<file path="src/rtl/snake_collision_if.sv">
// snake_collision_if: request/result bundle between the tick logic and the collision scheduler
//   master: drives start, snake1/snake2 bodies, len1/len2; receives busy, done, hit1, hit2, head_on
//   slave:  the scheduler side of the same signals
interface snake_collision_if #(
  parameter int SEGS  = 16,
  parameter int POS_W = 10
);
  logic                       start;
  logic [SEGS-1:0][POS_W-1:0] snake1;
  logic [SEGS-1:0][POS_W-1:0] snake2;
  logic [4:0]                 len1;
  logic [4:0]                 len2;
  logic                       busy;
  logic                       done;
  logic                       hit1;
  logic                       hit2;
  logic                       head_on;
  modport master (
    output start, snake1, snake2, len1, len2,
    input  busy, done, hit1, hit2, head_on
  );
  modport slave (
    input  start, snake1, snake2, len1, len2,
    output busy, done, hit1, hit2, head_on
  );
endinterface

</file>
<file path="src/rtl/snake_collision_sched.sv">
// snake_collision_sched: per-tick collision check of two snakes using one shared compare datapath
//   clk, rst : clock, synchronous active-high reset
//   bus      : slave side of snake_collision_if (start/bodies/lengths in, busy/done/hits out)
module snake_collision_sched #(
  parameter int SEGS  = 16,
  parameter int POS_W = 10,
  parameter int MAX_X = 29,
  parameter int MAX_Y = 23
) (
  input logic               clk,
  input logic               rst,
  snake_collision_if.slave  bus
);
  localparam int IW = $clog2(SEGS);
  localparam int YW = POS_W / 2;
  localparam int XW = POS_W - YW;
  localparam logic [XW-1:0] MX = XW'(MAX_X);
  localparam logic [YW-1:0] MY = YW'(MAX_Y);
  typedef enum logic [1:0] {IDLE, WALL, SCAN, DONE} state_t;
  state_t                     state_q, state_d;
  logic [SEGS-1:0][POS_W-1:0] s1_q, s1_d, s2_q, s2_d;
  logic [4:0]                 l1_q, l1_d, l2_q, l2_d;
  logic [IW-1:0]              i_q, i_d;
  logic                       busy_q, busy_d, done_q, done_d;
  logic                       hit1_q, hit1_d, hit2_q, hit2_d, ho_q, ho_d;
  logic [POS_W-1:0]           h1, h2;
  logic                       wall1, wall2, heq, c11, c12, c21, c22, last;
  logic [4:0]                 iw;
  function automatic logic [4:0] clamp(input logic [4:0] l);
    return l == 5'd0 ? 5'd1 : l > 5'(SEGS) ? 5'(SEGS) : l;
  endfunction
  assign h1    = s1_q[0];
  assign h2    = s2_q[0];
  assign iw    = 5'(i_q);
  assign wall1 = h1[POS_W-1:YW] > MX || h1[YW-1:0] > MY;
  assign wall2 = h2[POS_W-1:YW] > MX || h2[YW-1:0] > MY;
  assign heq   = h1 == h2;
  // index 0 is excluded from the self terms: a head always equals itself
  assign c12 = iw < l2_q && h1 == s2_q[i_q];
  assign c11 = i_q != '0 && iw < l1_q && h1 == s1_q[i_q];
  assign c21 = iw < l1_q && h2 == s1_q[i_q];
  assign c22 = i_q != '0 && iw < l2_q && h2 == s2_q[i_q];
  always_comb begin
    state_d = state_q;
    s1_d    = s1_q;
    s2_d    = s2_q;
    l1_d    = l1_q;
    l2_d    = l2_q;
    i_d     = i_q;
    hit1_d  = hit1_q;
    hit2_d  = hit2_q;
    ho_d    = ho_q;
    busy_d  = 1'b0;
    done_d  = 1'b0;
    last    = 1'b0;
    case (state_q)
      IDLE: if (bus.start) begin
        s1_d    = bus.snake1;
        s2_d    = bus.snake2;
        l1_d    = clamp(bus.len1);
        l2_d    = clamp(bus.len2);
        i_d     = '0;
        hit1_d  = 1'b0;
        hit2_d  = 1'b0;
        ho_d    = 1'b0;
        busy_d  = 1'b1;
        state_d = WALL;
      end
      WALL: begin
        hit1_d  = wall1 || heq;
        hit2_d  = wall2 || heq;
        ho_d    = heq;
        last    = hit1_d && hit2_d;
        busy_d  = !last;
        done_d  = last;
        state_d = last ? DONE : SCAN;
      end
      SCAN: begin
        hit1_d  = hit1_q || c12 || c11;
        hit2_d  = hit2_q || c21 || c22;
        last    = (hit1_d && hit2_d) || i_q == IW'(SEGS - 1);
        i_d     = i_q + IW'(1);
        busy_d  = !last;
        done_d  = last;
        state_d = last ? DONE : SCAN;
      end
      default: state_d = IDLE;
    endcase
  end
  always_ff @(posedge clk) begin
    if (rst) begin
      state_q <= IDLE;
      i_q     <= '0;
      busy_q  <= 1'b0;
      done_q  <= 1'b0;
      hit1_q  <= 1'b0;
      hit2_q  <= 1'b0;
      ho_q    <= 1'b0;
    end else begin
      state_q <= state_d;
      i_q     <= i_d;
      busy_q  <= busy_d;
      done_q  <= done_d;
      hit1_q  <= hit1_d;
      hit2_q  <= hit2_d;
      ho_q    <= ho_d;
      s1_q    <= s1_d;
      s2_q    <= s2_d;
      l1_q    <= l1_d;
      l2_q    <= l2_d;
    end
  end
  assign bus.busy    = busy_q;
  assign bus.done    = done_q;
  assign bus.hit1    = hit1_q;
  assign bus.hit2    = hit2_q;
  assign bus.head_on = ho_q;
endmodule

</file>
<file path="src/flat_wrapper.sv">
// flat-port wrapper written by rule: the top's interface ports become plain ports
module snake_collision_sched_flat 
#(
  parameter int SEGS  = 16,
  parameter int POS_W = 10,
  parameter int MAX_X = 29,
  parameter int MAX_Y = 23
)
  (clk, rst, bus_start, bus_snake1, bus_snake2, bus_len1, bus_len2, bus_busy, bus_done, bus_hit1, bus_hit2, bus_head_on);
  snake_collision_if #(.SEGS(SEGS), .POS_W(POS_W)) bus_i ();
  input logic clk;
  input logic rst;
  input wire logic [$bits(bus_i.start)-1:0] bus_start;
  input wire logic [$bits(bus_i.snake1)-1:0] bus_snake1;
  input wire logic [$bits(bus_i.snake2)-1:0] bus_snake2;
  input wire logic [$bits(bus_i.len1)-1:0] bus_len1;
  input wire logic [$bits(bus_i.len2)-1:0] bus_len2;
  output wire logic [$bits(bus_i.busy)-1:0] bus_busy;
  output wire logic [$bits(bus_i.done)-1:0] bus_done;
  output wire logic [$bits(bus_i.hit1)-1:0] bus_hit1;
  output wire logic [$bits(bus_i.hit2)-1:0] bus_hit2;
  output wire logic [$bits(bus_i.head_on)-1:0] bus_head_on;
  assign bus_i.start = bus_start;
  assign bus_i.snake1 = bus_snake1;
  assign bus_i.snake2 = bus_snake2;
  assign bus_i.len1 = bus_len1;
  assign bus_i.len2 = bus_len2;
  assign bus_busy = bus_i.busy;
  assign bus_done = bus_i.done;
  assign bus_hit1 = bus_i.hit1;
  assign bus_hit2 = bus_i.hit2;
  assign bus_head_on = bus_i.head_on;
  snake_collision_sched #(.SEGS(SEGS), .POS_W(POS_W), .MAX_X(MAX_X), .MAX_Y(MAX_Y)) u_core (.clk(clk), .rst(rst), .bus(bus_i));
endmodule
</file>
<file path="config.mk">
export PLATFORM = sky130hd
export DESIGN_NAME = snake_collision_sched_flat
export DESIGN_NICKNAME = d
export VERILOG_FILES = /design/src/rtl/snake_collision_if.sv /design/src/rtl/snake_collision_sched.sv /design/src/flat_wrapper.sv
export SDC_FILE = /design/constraint.sdc
export NUM_CORES = 1
export LEC_CHECK = 0
export CORE_UTILIZATION = 35
export DETAILED_ROUTE_END_ITERATION = 10
export GPL_TIMING_DRIVEN = 0
export PLACE_DENSITY = 0.65
export SLEW_MARGIN = 40
export SYNTH_ARGS = -nofsm -noshare
export SYNTH_HDL_FRONTEND = slang
export SYNTH_SLANG_ARGS = --single-unit
</file>
<file path="constraint.sdc">
create_clock -name clk -period 25.2 [get_ports clk]
set_input_delay 7.56 -clock clk [delete_from_list [all_inputs] [get_ports clk]]
set_output_delay 7.56 -clock clk [all_outputs]
set_load 0.02 [all_outputs]
</file>
==> flow_metrics.env <==
export IMPL_status="finished, final reports clean"
export IMPL_drive_gt1_frac=0.131
export IMPL_clock_path_buffers=3
export IMPL_syn2layout_area_growth_pct=37.4
export IMPL_cts_tree="built"
export IMPL_cp_max_fo=21
export IMPL_numPlacedInstances=1896
export IMPL_ctsResizeCount=0
export IMPL_power_density_mw_per_mm2=65.3
export IMPL_h_tree_depth=2
export IMPL_setup_violations=0
export IMPL_syn_inst=956
export IMPL_synth_top_area_share=0.648
export IMPL_endpoint_kind="flip-flop"
export IMPL_final_hold_viol_count=0
export IMPL_rows=76
export IMPL_avgSynthCellArea_um2=16.0
export IMPL_path_buf_inv=6
export IMPL_worstMarginPinSlew_ns=0.855
export IMPL_dr_first_iter_drc_count=910
export IMPL_grt_max_degree=24
export IMPL_rsz0062_at_grt="false"
export IMPL_antenna_found_initial=3
export IMPL_p_leak_nw=6.99
export IMPL_place_hpwl_mm=35.7
export IMPL_critPathMaxStageDelay_ns=0.51
export IMPL_track_usage=0.211
export IMPL_max_freq_mhz=107
export IMPL_vdd_drop_max_mv=0.0400
export IMPL_avgViaCountPerCell=5.12
export IMPL_die_area_mm2=0.0446
export IMPL_period_minus_slack_ns=9.39
export IMPL_finalNonFillerCells=1967
export IMPL_cp_start_kind="input pin"
export IMPL_final_antenna_net_count=0
export IMPL_synth_area_leaders="edfxtp_1, mux4_2, mux2i_1"
export IMPL_max_cap_violations=0
export IMPL_synth_nets=1306
export IMPL_ys_warn_count=0
export IMPL_ys_seq_area_frac=0.662
export IMPL_fin_crit_sh=0.373
export IMPL_cp_top_family="buffers and inverters"
export IMPL_drc_errors=0
export IMPL_slowest_stage="clkdlybuf4s50_1"
export IMPL_crit_arrival_ns=9.64
export IMPL_ios=338
export IMPL_tns_ns=0
export IMPL_clk_pin_slew_ns=0.05
export IMPL_cts_sinks=341
export IMPL_die_width_um=211
export IMPL_maxSlewViolCount=0
export IMPL_coreArea_mm2=0.0431
export IMPL_hp_class="flip-flop to flip-flop"
export IMPL_io_buffers=337
export IMPL_floorplan_initialDensity=0.355
export IMPL_async_reset_ff_frac=0
export IMPL_route_final_wire_length_mm=47.0
export IMPL_crit_required_ns=25.45
export IMPL_ys_ff_latch=341
export IMPL_first_global_vias=10600
export IMPL_syn_cell_area_mm2=0.0153
export IMPL_finalPower_mw=1.37
export IMPL_synth_edf_count=330
export IMPL_grt_pass1_wl_mm=67.5
export IMPL_root_buffer="clkbuf_16"
export IMPL_critPathKind="input pin to flip-flop"
export IMPL_fin_nets=1702
export IMPL_vias=10100
export IMPL_dr_pass1_iters=7
export IMPL_hold_ws_ns=0.527
export IMPL_clkLatencyLatePin_ns=0.55
export IMPL_netlist_cell_type_count=72
export IMPL_fill_cells=3667
export IMPL_wl_per_cell_um=23.9
export IMPL_hold_buffers=0
export IMPL_clock_skew_final_ns=0.00902
export IMPL_numCtsBuffers=39
export IMPL_post_cts_buffers=0
export IMPL_die_h_um=211
export IMPL_place_congestion=0.930
export IMPL_yosysTopAreaCell="edfxtp_1"
export IMPL_pre_cts_slack_ns=15.26
export IMPL_grt_overflow=0
export IMPL_worst_slack_ns=15.81
export IMPL_max_slew_margin=0.430
export IMPL_crit_chain="clkdlybuf4s50_1 > clkbuf_1 > nor2_4 > buf_8 > buf_8 > buf_16 > buf_16"
export IMPL_synth_flop_cell="edfxtp_1"
## cells in the final DEF (no fill, tap or decap), types with 12 or more instances in the layout
cell             instances
clkdlybuf4s50_1        337
edfxtp_1               330
mux2i_1                 86
nand2_1                 48
mux4_2                  44
clkbuf_16               41
clkbuf_1                33
a22oi_1                 33
nor2_1                  29
xnor2_1                 27
inv_1                   23
a21oi_1                 22
nand3_1                 17
o21ai_0                 17
ha_1                    17
mux2_2                  15
xor2_1                  15
buf_6                   14
buf_2                   12
and2_1                  12
## metal layers
metal  vias up  part of all wire  track usage
met5         -                 0            0
met1      4967              0.42        0.271
li1       4582                 -            -
met3        77             0.073       0.0491
met2       437              0.48        0.346
met4         0             0.028       0.0797
## metrics by stage
stage	util	area, um^2
3_5_place_dp	0.460	19800
4_1_cts	0.488	21000
3_3_place_gp	0.450	19400
5_1_grt	0.488	21000
2_1_floorplan	-	15300
6_report	0.488	21000
## cell type report
cell class	count	area (um^2)	share of cell area
sequential	341	10100	0.482
timing repair buffer	355	3780	0.180
multi-input combinational	528	4680	0.223
clock inverter	21	151	0.00720
tap	585	732	0.0348
clock buffer	47	1050	0.0499
inverter	25	93.8	0.00446
antenna	3	7.51	0.000357
buffer	62	398	0.0189
## report_power, final
group	switching [mW]	internal (mW)
logic	0.0751	0.0879
registers	0.00911	0.662
clock network	0.225	0.316
## cell families (layout without fill, tap and decap cells)
group / Yosys count / in the layout / share of synthesized area
AO/OA/AOI/OAI: 159 / 159 / 0.0739
XOR/XNOR: 42 / 42 / 0.0240
adder cells (fa/ha/maj): 17 / 17 / 0.0139
buffers and inverters: 87 / 510 / 0.0321
flip-flops: 341 / 341 / 0.662
multiplexers: 153 / 153 / 0.142
other: 0 / 3 / 0
AND/OR/NAND/NOR: 157 / 157 / 0.0521
## synth_stat cells, drive strengths merged, types with 8 or more instances
| master | n |
|---|---|
| a21oi | 22 |
| a22oi | 33 |
| and2 | 12 |
| buf | 35 |
| clkbuf | 27 |
| dfxtp | 11 |
| edfxtp | 330 |
| ha | 17 |
| inv | 25 |
| mux2 | 17 |
| mux2i | 92 |
| mux4 | 44 |
| nand2 | 48 |
| nand3 | 17 |
| nor2 | 31 |
| nor3 | 8 |
| o211ai | 10 |
| o21ai | 22 |
| o22ai | 11 |
| xnor2 | 27 |
| xor2 | 15 |
## flip-flops by register name, indices dropped and copies added, names as in the netlist, 2 cells and up
register,cells
u_core.h2,10
u_core.l1_q,5
u_core.h1,10
u_core.l2_q,5
u_core.state_q,2
u_core.s1_q,150
u_core.i_q,4
u_core.s2_q,150
## final timing paths
kind                                         from           endpoint  slack, ns  depth (start not counted)
worst max-delay path                          rst   u_core.s2_q[159]      15.81                          7
worst min-delay path            u_core.state_q[1]  u_core.state_q[1]       0.53                          2
worst max register to register      u_core.i_q[2]    u_core.bus.busy      21.22                         12
worst min register to register  u_core.state_q[1]  u_core.state_q[1]       0.53                          2
## worst min-delay path: cells and delay by family (launching register included)
family,cells,cell delay (ns)
and+or+nand+nor,1,0.07
DFF,1,0.34
AOI/OAI and AO/OA,1,0.06
Power figures use the tool's default switching activity.
